--- config.mk ---
export PLATFORM = sky130hd
export DESIGN_NAME = bidiag_band_extract
export DESIGN_NICKNAME = d
export VERILOG_FILES = /design/src/rtl/bidiag_band_extract_pkg.sv /design/src/rtl/bidiag_band_extract_abs_sat.sv /design/src/rtl/bidiag_band_extract.sv
export SDC_FILE = /design/constraint.sdc
export NUM_CORES = 1
export LEC_CHECK = 0
export ABC_AREA = 1
export CAP_MARGIN = 15
export CORE_UTILIZATION = 45
export CTS_CLUSTER_DIAMETER = 100
export DETAILED_ROUTE_END_ITERATION = 6
export PLACE_DENSITY = 0.65
export SETUP_SLACK_MARGIN = 0.15
export SYNTH_ARGS = -nofsm -noshare
export SYNTH_HDL_FRONTEND = slang
export SYNTH_SLANG_ARGS = --single-unit
--- constraint.sdc ---
create_clock -name clk -period 8.05 [get_ports clk]
set_clock_uncertainty 0.2 [all_clocks]
set_input_delay 0.805 -clock clk [delete_from_list [all_inputs] [get_ports clk]]
set_output_delay 0.805 -clock clk [all_outputs]
set_load 0.005 [all_outputs]
--- src/rtl/bidiag_band_extract_pkg.sv ---
`default_nettype none
// ============================================================================
// Module      : bidiag_band_extract_pkg
// Description : Shared types and constants for the bidiagonal band extractor.
//               Holds the default component width and matrix dimension, the
//               band position tags, the controller state encoding and the
//               band_slot() helper that maps a row-major element index onto
//               its band position.
// Revision    : 1.0 - initial release
// ============================================================================
package bidiag_band_extract_pkg;

    localparam int BIT_NUM = 18;
    localparam int DIM     = 4;

    // Band positions in emission order: d0,e0,d1,e1,d2,e2,d3
    localparam logic [2:0] TAG_D0 = 3'd0;
    localparam logic [2:0] TAG_E0 = 3'd1;
    localparam logic [2:0] TAG_D1 = 3'd2;
    localparam logic [2:0] TAG_E1 = 3'd3;
    localparam logic [2:0] TAG_D2 = 3'd4;
    localparam logic [2:0] TAG_E2 = 3'd5;
    localparam logic [2:0] TAG_D3 = 3'd6;

    typedef enum logic [1:0] {
        ST_COLLECT = 2'd0,
        ST_EMIT    = 2'd1,
        ST_DROP    = 2'd2
    } state_t;

    typedef struct packed {
        logic       valid;
        logic [2:0] tag;
    } band_slot_t;

    // Element k = DIM*row + col is in the band when it sits on the diagonal
    // or the superdiagonal. Its band position is 2*row + (col - row), which
    // equals the number of band elements preceding it in row-major order.
    function automatic band_slot_t band_slot(input int unsigned k);
        int unsigned row;
        int unsigned col;
        band_slot_t  slot;
        row        = k / DIM;
        col        = k % DIM;
        slot.valid = (col == row) || (col == row + 1);
        slot.tag   = 3'(row + col);
        return slot;
    endfunction

endpackage
`default_nettype wire

--- src/rtl/bidiag_band_extract_abs_sat.sv ---
`default_nettype none
// ============================================================================
// Module      : bidiag_band_extract_abs_sat
// Description : Saturating two's complement magnitude. The most negative
//               input maps to the largest positive value so the result fits
//               in WIDTH-1 unsigned bits.
// Ports       : x   - signed input, WIDTH bits
//               mag - unsigned magnitude, WIDTH-1 bits
// Revision    : 1.0 - initial release
// ============================================================================
module bidiag_band_extract_abs_sat
    import bidiag_band_extract_pkg::*;
#(
    parameter int WIDTH = BIT_NUM
) (
    input  logic signed [WIDTH-1:0] x,
    output logic        [WIDTH-2:0] mag
);

    logic [WIDTH-2:0] w_negated;

    always_comb begin
        w_negated = (~x[WIDTH-2:0]) + 1'b1;
        if (x[WIDTH-1] && (x[WIDTH-2:0] == '0)) begin
            mag = '1;
        end else if (x[WIDTH-1]) begin
            mag = w_negated;
        end else begin
            mag = x[WIDTH-2:0];
        end
    end

endmodule
`default_nettype wire

--- src/rtl/bidiag_band_extract.sv ---
`default_nettype none
// ============================================================================
// Module      : bidiag_band_extract
// Description : Collects a DIM*DIM row-major complex frame from the
//               bidiagonalization engine, keeps the band elements
//               (d0,e0,d1,e1,d2,e2,d3) and replays them on a ready/valid
//               stream. Tracks the largest residual magnitude left outside
//               the band and flags frames whose residual exceeds RESID_TH.
// Ports       : clk, rst_n              - clock, async active-low reset
//               s_valid, s_r, s_i       - upstream beats, no backpressure
//               m_valid, m_ready        - band element handshake
//               m_r, m_i, m_tag, m_last - band element payload
//               resid_max, resid_flag   - residual of last completed frame
//               frame_err               - pulse: short frame aborted
//               drop                    - pulse: frame arrived while emitting
// Revision    : 1.0 - initial release
// ============================================================================
module bidiag_band_extract #(
    parameter int                          BIT_NUM  = bidiag_band_extract_pkg::BIT_NUM,
    parameter int                          DIM      = bidiag_band_extract_pkg::DIM,
    parameter logic [BIT_NUM-1:0]          RESID_TH = 18'd64
) (
    input  logic                      clk,
    input  logic                      rst_n,
    input  logic                      s_valid,
    input  logic signed [BIT_NUM-1:0] s_r,
    input  logic signed [BIT_NUM-1:0] s_i,
    output logic                      m_valid,
    input  logic                      m_ready,
    output logic signed [BIT_NUM-1:0] m_r,
    output logic signed [BIT_NUM-1:0] m_i,
    output logic [2:0]                m_tag,
    output logic                      m_last,
    output logic [BIT_NUM-2:0]        resid_max,
    output logic                      resid_flag,
    output logic                      frame_err,
    output logic                      drop
);

    import bidiag_band_extract_pkg::*;

    localparam int NBEAT = DIM * DIM;
    localparam int CNT_W = $clog2(NBEAT);
    localparam int NBAND = 2 * DIM - 1;
    localparam int MAG_W = BIT_NUM - 1;
    localparam logic [CNT_W-1:0] C_LAST_BEAT = CNT_W'(NBEAT - 1);

    state_t                    r_state;
    logic [CNT_W-1:0]          r_cnt;
    logic [2:0]                r_ptr;
    logic signed [BIT_NUM-1:0] r_store_r [NBAND];
    logic signed [BIT_NUM-1:0] r_store_i [NBAND];
    logic [MAG_W-1:0]          r_acc;
    logic                      r_in_burst;

    logic [MAG_W-1:0]          w_abs_r;
    logic [MAG_W-1:0]          w_abs_i;
    logic [MAG_W-1:0]          w_contrib;
    logic [MAG_W-1:0]          w_acc_next;
    band_slot_t                w_slot;
    logic [2:0]                w_ptr_nxt;

    bidiag_band_extract_abs_sat #(.WIDTH(BIT_NUM)) u_abs_r (
        .x   (s_r),
        .mag (w_abs_r)
    );

    bidiag_band_extract_abs_sat #(.WIDTH(BIT_NUM)) u_abs_i (
        .x   (s_i),
        .mag (w_abs_i)
    );

    // Band beats only leak energy through their imaginary part; off-band
    // beats contribute both components. Beat 0 restarts the running max.
    always_comb begin
        w_slot    = band_slot(32'(r_cnt));
        w_ptr_nxt = r_ptr + 3'd1;
        if (w_slot.valid) begin
            w_contrib = w_abs_i;
        end else begin
            w_contrib = (w_abs_r > w_abs_i) ? w_abs_r : w_abs_i;
        end
        if ((r_cnt == '0) || (w_contrib > r_acc)) begin
            w_acc_next = w_contrib;
        end else begin
            w_acc_next = r_acc;
        end
    end

    always_ff @(posedge clk or negedge rst_n) begin
        if (!rst_n) begin
            r_state    <= ST_COLLECT;
            r_cnt      <= '0;
            r_ptr      <= '0;
            r_acc      <= '0;
            r_in_burst <= 1'b0;
            for (int n = 0; n < NBAND; n++) begin
                r_store_r[n] <= '0;
                r_store_i[n] <= '0;
            end
            m_valid    <= 1'b0;
            m_r        <= '0;
            m_i        <= '0;
            m_tag      <= '0;
            m_last     <= 1'b0;
            resid_max  <= '0;
            resid_flag <= 1'b0;
            frame_err  <= 1'b0;
            drop       <= 1'b0;
        end else begin
            frame_err <= 1'b0;
            drop      <= 1'b0;
            case (r_state)
                ST_COLLECT: begin
                    if (s_valid) begin
                        if (w_slot.valid) begin
                            r_store_r[w_slot.tag] <= s_r;
                            r_store_i[w_slot.tag] <= s_i;
                        end
                        r_acc <= w_acc_next;
                        if (r_cnt == C_LAST_BEAT) begin
                            r_cnt      <= '0;
                            resid_max  <= w_acc_next;
                            resid_flag <= ({1'b0, w_acc_next} > RESID_TH);
                            r_state    <= ST_EMIT;
                            r_ptr      <= '0;
                            r_in_burst <= 1'b0;
                            // d0 arrives on beat 0, so its slot is already
                            // written by the time the last beat lands.
                            m_valid    <= 1'b1;
                            m_r        <= r_store_r[0];
                            m_i        <= r_store_i[0];
                            m_tag      <= TAG_D0;
                            m_last     <= 1'b0;
                        end else begin
                            r_cnt <= r_cnt + 1'b1;
                        end
                    end else if (r_cnt != '0) begin
                        frame_err <= 1'b1;
                        r_cnt     <= '0;
                    end
                end

                ST_EMIT: begin
                    // First beat of any burst seen while emitting is a
                    // discarded frame; this includes a burst starting in
                    // the very cycle emission completes.
                    r_in_burst <= s_valid;
                    if (s_valid && !r_in_burst) begin
                        drop <= 1'b1;
                    end
                    if (m_ready) begin
                        if (r_ptr == TAG_D3) begin
                            m_valid <= 1'b0;
                            m_last  <= 1'b0;
                            m_r     <= '0;
                            m_i     <= '0;
                            m_tag   <= '0;
                            r_ptr   <= '0;
                            r_state <= s_valid ? ST_DROP : ST_COLLECT;
                        end else begin
                            r_ptr  <= w_ptr_nxt;
                            m_r    <= r_store_r[w_ptr_nxt];
                            m_i    <= r_store_i[w_ptr_nxt];
                            m_tag  <= w_ptr_nxt;
                            m_last <= (w_ptr_nxt == TAG_D3);
                        end
                    end
                end

                ST_DROP: begin
                    if (!s_valid) begin
                        r_state <= ST_COLLECT;
                    end
                end

                default: begin
                    r_state <= ST_COLLECT;
                end
            endcase
        end
    end

endmodule
`default_nettype wire

==> results.py, run 1 <==
metrics = {
    "power": {
        "p_per_area_mw_per_mm2": 391.6,
        "power_leakage_nw": 9.141,
        "peakVddDrop_mv": 0.2491,
    },
    "global_routing": {
        "grt_pass1_wl_mm": 79.94,
        "grt_pass1_vias": 14480,
        "grt_max_degree": 139,
        "gr-usage-all-layers": 0.2638,
        "antenna_found_initial": 0,
        "grt_overflow_total": 0,
    },
    "worst_setup_path": {
        "cp_max_fo": 20,
        "cp-start-kind": "input port",
        "rrSetupSlack_ns": 3.73,
        "cp_slowest_cell": "clkdlybuf4s50_1",
        "worstReg2RegStart": "r_cnt[2]",
        "crit_buf_inv": 6,
        "max_stage_delay_ns": 0.58,
        "reg2reg_depth": 22,
        "r2r-end": "resid_flag",
        "end_kind": "register",
        "critPathKind": "input port to register",
        "crit_path_start": "s_r[0]",
        "critPathRequiredTime_ns": 8.26,
        "cpMostUsedCell": "nand2_1",
        "crit_arrival_ns": 6.62,
        "path_delay_family": "simple AND/OR/NAND/NOR gates",
    },
    "cts": {
        "clk_latency_ns": 0.54,
        "tritoncts": "yes",
        "cts.clk_slew.worst_paths_ns": 0.06,
        "post_cts_buffers": 0,
        "cts_max_level": 2,
        "cts_root_buf": "clkbuf_16",
        "cts_resized": 0,
        "clock-sinks": 337,
        "cts_buffers": 37,
        "cts_hold_buf": 0,
        "cts_buffer_depth": 3,
    },
    "final_layout": {
        "drive_above_1_share": 0.06530,
        "antenna_cells": 0,
        "area_delta_synth_final_pct": 15.08,
        "fillers": 3472,
        "fin_nets": 2251,
    },
    "synth": {
        "synth-xor-area-share": 0.004128,
        "synth_top_area_frac": 0.4968,
        "ys_async_sr_fraction": 1.000,
        "muxShareOfSynthArea": 0,
        "syn_nets": 2221,
        "ys_seq_area_frac": 0.4968,
        "synth_edf_count": 0,
        "synth_area_mm2": 0.01698,
        "synth_cell_types": 43,
        "synth_most_common_cell": "nand2_1",
        "synthSimpleGateAreaFrac": 0.2118,
        "syn_area_per_cell_um2": 7.958,
        "yosys_warnings": 0,
        "synth_area_leaders": "dfrtp_1 (50%), nand2_1 (12%), o21ai_1 (7.7%)",
        "synth_compound_area_frac": 0.1925,
        "synth_top_family_by_area": "simple AND/OR/NAND/NOR gates",
        "synth_top_cell_by_area": "dfrtp_1",
        "synth_flop_cell": "dfrtp_1",
        "ys_seq_elements": 337,
        "synthCells": 2133,
        "synth_fa_ha_area_frac": 0.03582,
        "yosys-top-cells-count": "nand2_1 (551), dfrtp_1 (337), o21ai_1 (260)",
    },
    "detailed_routing": {
        "avgViaCountPerCell": 5.556,
        "drtAntennaViolNets": 0,
        "drcViolationCount": 0,
        "drtIter0Drc": 1469,
        "top_layer": "met4",
        "wl_met2_mm": 22.47,
        "vias": 14968,
        "dr_wl_met3_mm": 3.865,
        "wl_met1_mm": 22.15,
        "routed_wl_mm": 49.76,
        "post_drt_wl_per_cell_um": 18.47,
        "first_pass_iters": 6,
    },
    "die": {
        "fp.dieArea_mm2": 0.03850,
        "rows": 70,
        "initial_core_util": 0.4604,
        "dieHeight_um": 196.2,
        "die_w_um": 196.2,
        "core_area_mm2": 0.03687,
        "top_level_ports": 101,
    },
    "sta": {
        "finalSetupTns_ns": 0,
        "min_period_ns": 6.416,
        "finalCritPeriodShare": 0.7970,
        "worstMarginPinSlew_ns": 1.040,
        "hold_viol_final": 0,
        "holdWs_ns": 0.1657,
        "timing.slew.headroom": 0.3068,
        "timing.final.max_slew_violations": 0,
        "fmax_mhz": 155.9,
        "finalSetupViolations": 0,
        "rsz0062_at_grt": "no",
    },
    "placed_design": {
        "dp_hpwl_mm": 29.77,
        "io_buffers": 100,
        "gp_congestion": 0.9359,
    },
    "outcome": {
        "status": "completed",
    },
    "hold_path": {
        "hold_path_class": "input port to asynchronous set/reset pin",
    },
    "job": {
        "maxCapViolCount": 0,
    },
}
## worst max-delay path by stage
stage / end / depth (start not counted)
2_1_floorplan: resid_flag / 42
3_3_place_gp: resid_flag / 36
3_5_place_dp: resid_flag / 37
4_1_cts: resid_flag / 36
5_1_grt: resid_flag / 42
6_report: resid_flag / 36
## sequential cells by signal (all words and copies together) (netlist names)
| signal | count |
|---|---|
| r_store_r | 126 |
| r_cnt | 4 |
| drop | 1 |
| r_in_burst | 1 |
| r_acc | 17 |
| r_store_i | 126 |
| resid_max | 17 |
| m_i | 18 |
| r_ptr | 3 |
| r_state | 2 |
| m_valid | 1 |
| m_last | 1 |
| m_r | 18 |
| frame_err | 1 |
| resid_flag | 1 |
## logic make-up (layout without fill, tap and decap cells)
group	Yosys count	in the layout
AND/OR/NAND/NOR	869	869
AO/OA/AOI/OAI	617	617
flip-flops	337	337
buffers and inverters	254	311
adder cells (fa/ha/maj)	48	48
XOR/XNOR	8	8
## metal layers
metal / GRT usage / up-vias
met3: 0.05140 / 90
li1: - / 7179
met4: 0.08189 / 0
met2: 0.4176 / 531
met1: 0.3657 / 7168
met5: 0 / -
## cell usage in the layout (no fill, tap or decap), drive strengths merged
cell type,n
nand2,559
xnor2,3
o221ai,3
xor2,5
dfrtp,337
a211oi,1
inv,127
a32oi,1
nand3b,1
o21ai,437
clkdlybuf4s50,99
buf,18
o211ai,1
clkinv,10
fa,1
o21a,1
nor3,10
a21o,3
a22oi,36
nor2,213
and2,2
or2,1
bufinv,3
clkbuf,50
clkinvlp,4
a21oi,89
nand4,17
nand3,66
a31oi,3
o22ai,39
o31ai,3
ha,47
## final cells by class
type                       instances  area [um2]  area share
clock buffer                      50        1045     0.05348
sequential                       337        8434      0.4318
clock inverter                    16       180.2    0.009223
tap                              504       630.6     0.03228
timing repair buffer             117        1146     0.05867
inverter                         128       481.7     0.02466
multi-input combinational       1542        7617      0.3899
## metrics by stage
stage / power (mW) / utilization / area (um2) / setup WS (ns) / instances
4_1_cts: 7.663 / 0.5298 / 19540 / 1.663 / 2694
5_1_grt: 8.252 / 0.5298 / 19540 / 0.9591 / 2694
3_5_place_dp: 5.925 / 0.4966 / 18310 / 1.152 / 2628
2_1_floorplan: 4.881 / - / 16980 / 2.656 / 2133
3_3_place_gp: 5.865 / 0.4966 / 18310 / 1.300 / 2628
6_report: 7.650 / 0.5298 / 19540 / 1.634 / 2694
## where the power goes
part | internal (mW) | total [mW] | leakage [nW] | switching, mW
Clock | 1.01 | 1.72 | 0.594 | 0.709
Sequential | 2.34 | 2.73 | 4.37 | 0.389
Combinational | 1.18 | 3.20 | 4.18 | 2.02
Total | 4.53 | 7.65 | 9.14 | 3.12
(Power assumes the default switching activity.)
==> inputs of run 2 (changes only) <==
clock period = 6.2 ns   (was 8.05 ns; I/O delays follow)
==> run 2 against run 1 <==
Compared with the run above:
- sequential power up 30%
- combinational power up 34%
- via count up 1.5%
- register-to-register slack worse by 1.6 ns
- die area unchanged
- critical path type unchanged
- critical endpoint unchanged
- largest cell class unchanged
==> results.py, run 2 (synthesis results as in run 1) <==
metrics = {
    "cts": {
        "clk_latency_ns": 0.54,
        "clock-sinks": 337,
        "cts_max_level": 2,
        "cts_buffers": 37,
        "tritoncts": "yes",
        "cts_root_buf": "clkbuf_16",
        "cts.clk_slew.worst_paths_ns": 0.06,
        "cts_buffer_depth": 3,
    },
    "worst_setup_path": {
        "max_stage_delay_ns": 0.51,
        "rrSetupSlack_ns": 2.09,
        "cp-start-kind": "input port",
        "crit_arrival_ns": 5.84,
        "cp_max_fo": 17,
        "critPathRequiredTime_ns": 6.43,
        "cpMostUsedCell": "nand2_1",
        "cp_slowest_cell": "clkdlybuf4s50_1",
        "end_kind": "register",
        "critPathKind": "input port to register",
    },
    "final_layout": {
        "final_util": 0.5375,
        "fin_nets": 2289,
        "multi_input_area_mm2": 0.007627,
        "area_delta_synth_final_pct": 16.75,
        "drive_above_1_share": 0.07993,
        "seq_area_mm2": 0.008434,
        "top_regs": "r_store_i x126, r_store_r x126",
        "fillers": 3449,
        "post-route-cell-area_mm2": 0.01982,
        "stdcell_count": 2731,
        "final_cell_mix": "nand2_1 (549), dfrtp_1 (336), o21ai_1 (258)",
        "final_common_cell": "nand2_1",
        "antenna_cells": 0,
    },
    "sta": {
        "finalSetupTns_ns": 0,
        "timing.final.max_slew_violations": 0,
        "setup_ws_ns": 0.5914,
        "rsz0062_at_grt": "no",
        "finalCritPeriodShare": 0.9046,
        "holdWs_ns": 0.2295,
        "finalSetupViolations": 0,
        "hold_viol_final": 0,
        "min_period_ns": 5.609,
        "timing.slew.headroom": 0.2550,
        "worstMarginPinSlew_ns": 1.117,
        "fmax_mhz": 178.3,
    },
    "placed_design": {
        "place_ws_ns": -0.09397,
        "placed_cells": 2663,
        "dpl_cell_area_mm2": 0.01857,
        "io_buffers": 100,
        "dp_hpwl_mm": 31.19,
        "gp_congestion": 0.9214,
    },
    "global_routing": {
        "grt_max_degree": 133,
        "grt_overflow_total": 0,
        "gr-usage-all-layers": 0.2716,
        "grt_pass1_wl_mm": 81.68,
        "antenna_found_initial": 0,
        "grt_pass1_vias": 14659,
    },
    "detailed_routing": {
        "first_pass_iters": 6,
        "drtIter0Drc": 1375,
        "drtAntennaViolNets": 0,
        "vias": 15198,
        "routed_wl_mm": 50.76,
        "post_drt_wl_per_cell_um": 18.58,
        "avgViaCountPerCell": 5.565,
        "drcViolationCount": 0,
    },
    "die": {
        "dieHeight_um": 196.2,
        "top_level_ports": 101,
        "fp.dieArea_mm2": 0.03850,
        "rows": 70,
        "core_area_mm2": 0.03687,
        "initial_core_util": 0.4604,
        "die_w_um": 196.2,
    },
    "power": {
        "peakVddDrop_mv": 0.2806,
        "p_per_area_mw_per_mm2": 506.9,
        "finalPower_mw": 10.05,
        "power_leakage_nw": 9.326,
    },
    "job": {
        "maxCapViolCount": 0,
    },
    "outcome": {
        "status": "completed",
    },
    "hold_path": {
        "hold_path_class": "register to register",
    },
}
-- run 2: cell types whose count changed in the layout (fill, tap and decap cells not counted), moves of 2 or more --
cell	change
clkbuf_1	+4
buf_4	+37
inv_6	-2
clkinv_8	+2
clkbuf_8	+2
o21ai_1	-2
o21ai_2	+2
clkinvlp_4	-4
-- run 2: layout make-up --
cell class                 count  area share
clock buffer                  56     0.05486
clock inverter                 9    0.006124
inverter                     128     0.02443
multi-input combinational   1542      0.3848
sequential                   337      0.4256
tap                          504     0.03182
timing repair buffer         155     0.07235
-- run 2: path summary, 6_finish.rpt --
kind / startpoint / endpoint / cells past startpoint
worst max-delay path: s_i[0] / resid_flag / 38
worst min-delay path: r_in_burst / drop / 1
worst max register to register: r_cnt[2] / resid_flag / 23
worst min register to register: r_in_burst / drop / 1
max in group asynchronous: rst_n / r_ptr[0] / 3
min in group asynchronous: rst_n / m_r[12] / 2
-- run 2: power by group --
part	internal (mW)	total, mW	switching [mW]
sequential	3.04	3.54	0.506
combinational	1.62	4.30	2.68
clock	1.30	2.20	0.901
total	5.96	10.0	4.09
-- run 2: timing repair --
item,4_1_cts,5_1_grt
buffers inserted,0,2
hold buffers,1,0
endpoints found under the setup margin,0,1
endpoints found under the hold margin,83,0
gates resized for setup,0,5
-- run 2: critical path, delay by kind of cell --
family	cells	cell delay, ns
and+or+nand+nor	27	3.05
adders and majority gates	4	1.00
buffers and inverters	6	0.98
AOI/OAI and AO/OA	1	0.18
-- run 2: metal layers --
| layer | GRT usage | up-vias | routed length [um] |
|---|---|---|---|
| met5 | 0 | - | 0 |
| met1 | 0.3822 | 7354 | 23030 |
| li1 | - | 7263 | - |
| met3 | 0.03954 | 80 | 3382 |
| met2 | 0.4325 | 501 | 23100 |
| met4 | 0.08652 | 0 | 1241 |
==> patch 1: new RTL, flow settings as in run 2 <==
Put one more register stage on the output `resid_flag`. The value now appears one clock later. The other outputs are not delayed to match.
--- a/src/rtl/bidiag_band_extract.sv
+++ b/src/rtl/bidiag_band_extract.sv
@@ -44,6 +44,8 @@
     localparam int NBAND = 2 * DIM - 1;
     localparam int MAG_W = BIT_NUM - 1;
     localparam logic [CNT_W-1:0] C_LAST_BEAT = CNT_W'(NBEAT - 1);
+
+    logic resid_flag_s0;
 
     state_t                    r_state;
     logic [CNT_W-1:0]          r_cnt;
@@ -104,7 +106,7 @@
             m_tag      <= '0;
             m_last     <= 1'b0;
             resid_max  <= '0;
-            resid_flag <= 1'b0;
+            resid_flag_s0 <= 1'b0;
             frame_err  <= 1'b0;
             drop       <= 1'b0;
         end else begin
@@ -121,7 +123,7 @@
                         if (r_cnt == C_LAST_BEAT) begin
                             r_cnt      <= '0;
                             resid_max  <= w_acc_next;
-                            resid_flag <= ({1'b0, w_acc_next} > RESID_TH);
+                            resid_flag_s0 <= ({1'b0, w_acc_next} > RESID_TH);
                             r_state    <= ST_EMIT;
                             r_ptr      <= '0;
                             r_in_burst <= 1'b0;
@@ -181,6 +183,10 @@
         end
     end
 
+    always_ff @(posedge clk) begin
+        resid_flag <= resid_flag_s0;
+    end
+
 endmodule
 `default_nettype wire
 
Formal check against the unedited RTL: no difference found for any inputs over 4 cycles, from zero or initial values and one cycle with rst_n low; that may be too few to reach the edited logic, so the function may still have changed.
==> patch 1 against run 2 <==
- via count decreased by 0.73%
- sequential cell count increased by 1
- setup slack improved by 0.048 ns
- clock power decreased by 3%
- wire length decreased by 0.60%
- synthesized area increased by 0.12%
- design area decreased by 0.13%
- total power decreased by 1.1%
==> patch 1: results (changes against run 2) <==
crit_fanout: 11  # -6
hp-start: "resid_flag_s0"
buffers: 154  # -0.65%
slowest_stage: "clkdlybuf4s50_1"
critPathTopFamily: "simple AND/OR/NAND/NOR gates"
final-clk-cell-share_pct: 5.81  # -0.29 points
avgSynthCellArea_um2: 7.96  # about the same
sh_seq_area_pct: 42.7  # +0.16 points
place_area_um2: 18600  # +0.17%
yosysSeqAreaShare_pct: 49.7  # +0.059 points
path_clk_slew_ns: 0.06  # about the same
reg_top3: "r_store_i: 126 flops, r_store_r: 126 flops"
wl_um: 50400  # -0.60%
grt_pass1_vias: 14341  # -2.2%
drtIter0Drc: 1428  # +3.9%
worstPathArrival_ns: 5.78  # -0.06 ns
grt_use_total_pct: 26.6  # -0.53 points
insertion_delay_ns: 0.53
yosys-top-cells-count: "nand2_1, dfrtp_1, o21ai_1"
dr_total_vias: 15087  # -0.73%
numCtsBuffers: 37  # unchanged
synthArstFlopShare_pct: 99.7  # -0.30 points
place.gp.congestion: 0.969  # +5.2%
antenna_cells: 0  # unchanged
clk_path_buf_depth: 3  # unchanged
wire_per_inst_um: 18.5  # -0.68%
dp_hpwl_um: 30600  # -1.8%
r2r_start: "r_cnt[2]"
leakagePower_nw: 9.31  # -0.16%
dp_cells: 2664  # +0.038%
multi_input_area_share_pct: 38.6  # +0.11 points
buffer_area_share_pct: 7.27  # +0.035 points
grt_max_degree: 191  # +44%
tightestPinTransition_ns: 1.06  # -0.0563 ns
peakVddDrop_v: 0.000338  # +21%
nets: 2290  # +0.044%
netlist_instances: 2134  # +0.047%
io_buffers: 100  # unchanged
ys.flop_type: "dfrtp_1"
htree_levels: 2  # unchanged
grt_pass1_wl_um: 80400  # -1.6%
ys_types: 44  # +2.3%
first_pass_iters: 6  # unchanged
layout-drive-gt1-share_pct: 7.99  # about the same
p_sw_share_pct: 40.8  # +0.11 points
antenna_found_initial: 0  # unchanged
clock-root-buffer: "clkbuf_16"
final_area_um2: 19800  # -0.13%
clkbuf_count: 56  # unchanged
status: "finished, final reports clean"
nFillCells: 3484  # +1.0%
pre_cts_ws_ns: 0.00494  # +0.0989 ns
multi_input_gates: 1543  # +0.065%
synthTopCellsByArea: "dfrtp_1, nand2_1, o21ai_1"
critPathLaunch: "s_r[0]"
critical_path.max_stage_delay_ns: 0.48  # -0.03 ns
nonClockInverterCount: 128  # unchanged
synth_warnings: 0  # unchanged
syn_nets: 2222  # +0.045%
clock_sinks: 338  # +0.30%
## patch 1: cell count changes after synthesis, sizes merged
cell,change
dfxtp,+1
## patch 1: cells by family (layout without fill, tap and decap cells)
family                     Yosys count  after routing  share of synthesized area [%]
AOI/OAI and AO/OA                  617            617                           19.2
xor gates and xnor gates             8              8                          0.412
adders and majority gates           48             48                           3.58
buffers and inverters              254            348                           5.88
DFF                                338            338                           49.7
and+or+nand+nor                    869            870                           21.2
## patch 1: power by group through the flow
stage / sequential, W / combinational (W) / clock (W)
floorplan: 0.00343 / 0.00291 / 0
global placement: 0.00352 / 0.00417 / 0
detailed placement: 0.00354 / 0.00424 / 0
CTS: 0.00351 / 0.00427 / 0.00216
global route: 0.00362 / 0.00485 / 0.00226
finish: 0.00352 / 0.00428 / 0.00213
## patch 1: per-layer routing
metal	track usage (%)	vias up	wire, um
li1	-	7256	-
met1	38.0	7233	23300
met2	41.7	493	22700
met3	4.02	105	3130
met4	8.39	0	1380
met5	0	-	0
## patch 1: path summary, 6_finish.rpt
| path | cells after the start | end | slack [ns] |
|---|---|---|---|
| max in group asynchronous | 3 | m_i[8] | 3.82 |
| setup reg to reg | 24 | resid_flag_s0 | 2.16 |
| setup / recovery | 38 | resid_flag_s0 | 0.64 |
| hold / removal | 0 | resid_flag | 0.22 |
| hold reg to reg | 0 | resid_flag | 0.22 |
| min in group asynchronous | 2 | r_store_r[58] | 0.46 |
## patch 1: timing repair
item                                   CTS  global route
setup buffers                            0             1
endpoints found under the hold margin   73             0
hold buffers                             1             0
gates resized for setup                  0             4
setup endpoints to repair                0             1
==> patch 2: new RTL, config.mk and constraints of run 2 <==
Made on the original files. The package constant `BIT_NUM` goes from 18 to 9.
--- a/src/rtl/bidiag_band_extract_pkg.sv
+++ b/src/rtl/bidiag_band_extract_pkg.sv
@@ -10,7 +10,7 @@
 // ============================================================================
 package bidiag_band_extract_pkg;
 
-    localparam int BIT_NUM = 18;
+    localparam int BIT_NUM = 9;
     localparam int DIM     = 4;
 
     // Band positions in emission order: d0,e0,d1,e1,d2,e2,d3
Interface: changed (5 resized); port bits go from 101 to 56. No check against the original RTL was run, so the function may have changed too.
==> patch 2 against run 2 <==
- global-route usage shrank 3.2 points
- synthesized area shrank 47%
- sequential cell count shrank 162
- cell count shrank 49%
- design area fell by 49%
- fmax is 13% higher
- wire length is 55% lower
- setup slack improved by 0.67 ns
- core utilization fell by 1.6 points
- total power is 48% lower
- highest routed layer unchanged
==> patch 2: results (changes against run 2) <==
status: "finished, final reports clean"
path_clk_slew_ns: 0.07
hp-start: "r_in_burst"
wl_um: 23000  # -55%
antenna_cells: 0  # unchanged
post-route-util_pct: 52.2  # -1.6 points
tightestPinTransition_ns: 1.11  # -0.00425 ns
leakagePower_nw: 4.81  # -48%
hold_path_end: "drop"
reg2reg_to: "resid_flag"
worstHoldPathType: "reg2reg"
crit_fanout: 10  # -7
clk_path_buf_depth: 2  # -1
avgSynthCellArea_um2: 8.35  # +5.0%
reg2reg_depth: 25  # +8.7%
first_pass_iters: 6  # unchanged
reg_top3: "r_store_i: 63 flops, r_store_r: 63 flops"
synth_warnings: 0  # unchanged
antenna_found_initial: 0  # unchanged
grt_max_degree: 76  # -43%
nets: 1162  # -49%
dp_cells: 1357  # -49%
dp_hpwl_um: 14300  # -54%
cts_resized: 0  # unchanged
r2r_start: "r_cnt[2]"
synthArstFlopShare_pct: 100  # unchanged
clock-root-buffer: "clkbuf_16"
viasPerCell: 5.40  # -2.9%
critical_path.max_stage_delay_ns: 0.48  # -0.03 ns
syn_nets: 1130  # -49%
grt_pass1_vias: 7081  # -52%
drtIter0Drc: 509  # -63%
dr_total_vias: 7508  # -51%
worstPathArrival_ns: 5.08  # -0.76 ns
r2r_slack_ns: 2.33  # +0.24 ns
insertion_delay_ns: 0.44  # -0.10 ns
whs_path_depth: 1  # unchanged
yosysSeqAreaShare_pct: 48.5  # -1.1 points
yosysMostFrequentCell: "nand2_1"
io_buffers: 55  # -45%
layout-drive-gt1-share_pct: 6.76  # -1.2 points
nFillCells: 1965  # -43%
place.gp.congestion: 0.904  # -1.9%
slowest_stage: "clkdlybuf4s50_1"
peakVddDrop_v: 0.000230  # -18%
yosys-top-cells-count: "nand2_1, dfrtp_1, o21ai_1"
synthTopCellsByArea: "dfrtp_1, nand2_1, o21ai_1"
synth_top_area_share_pct: 48.5  # -1.1 points
grt_use_total_pct: 23.9  # -3.2 points
ys_types: 39  # -9.3%
numCtsBuffers: 17  # -54%
place_area_um2: 9600  # -48%
grt_pass1_wl_um: 37300  # -54%
htree_levels: 4  # +2
ys.flop_type: "dfrtp_1"
## patch 2: changes by cell type after synthesis, sizes merged, moves of 11 or more
cell	run 2	this run
buf	21	32
nor2	213	110
dfrtp	337	175
o22ai	39	19
a21oi	89	46
nand3	66	41
a22oi	36	18
inv	125	78
o21ai	437	221
nand2	559	259
ha	47	27
clkbuf	105	19
## patch 2: kinds of logic (layout without fill, tap and decap cells)
kind of cell / after synthesis / count (layout) / synth area share (%)
AO/OA/AOI/OAI: 316 / 316 / 19.1
XOR/XNOR: 5 / 5 / 0.486
adder cells (fa/ha/maj): 28 / 28 / 3.97
buffers and inverters: 132 / 177 / 7.57
flip-flops: 175 / 175 / 48.5
AND/OR/NAND/NOR: 424 / 424 / 20.3
## patch 2: through the flow
stage / setup WS (ns) / hold slack [ns]
floorplan: 1.97 / 0.124
global placement: 0.913 / 0.217
detailed placement: 0.796 / 0.225
global route: 0.826 / 0.247
finish: 1.26 / 0.237
CTS: 1.27 / 0.236
## patch 2: worst max-delay path: cells and delay by family
kind                       cells  cell delay (ns)
xor gates and xnor gates       1             0.15
adders and majority gates      3             0.89
buffers and inverters          5             1.07
and+or+nand+nor               23             2.33
## patch 2: worst max path at each step
stage / start / to / slack, ns / cells after the start
2_1_floorplan: s_i[0] / resid_flag / 1.97 / 33
3_3_place_gp: s_i[0] / resid_flag / 0.91 / 32
3_5_place_dp: s_i[0] / resid_flag / 0.80 / 32
4_1_cts: s_i[0] / resid_flag / 1.27 / 32
5_1_grt: s_i[0] / resid_flag / 0.83 / 33
6_report: s_i[0] / resid_flag / 1.26 / 32
## patch 2: metal layers
metal / vias to the layer above / global-route usage (%) / share of wire, %
met3: 23 / 4.07 / 5.7
met2: 209 / 39.0 / 47
met1: 3593 / 32.9 / 46
met4: 0 / 6.38 / 1.2
li1: 3683 / - / -
met5: - / 0 / 0
## patch 2: cell type report
class	instances	area share (%)
inverter	81	3.08
sequential	175	43.0
timing repair buffer	64	6.11
multi-input combinational	773	38.9
tap	265	3.26
clock buffer	18	4.21
clock inverter	14	1.45
## patch 2: what timing repair did
| item | 4_1_cts | 5_1_grt |
|---|---|---|
| buffers inserted | 0 | 0 |
| hold endpoints to repair | 47 | 0 |
| hold buffers | 1 | 0 |
| setup endpoints to repair | 0 | 0 |
## patch 2: power by group
group          leakage (nW)  internal, W  switching (W)
clock network         0.286     0.000570       0.000488
logic                  2.26     0.000860        0.00149
registers              2.27      0.00159       0.000260
total                  4.81      0.00302        0.00224
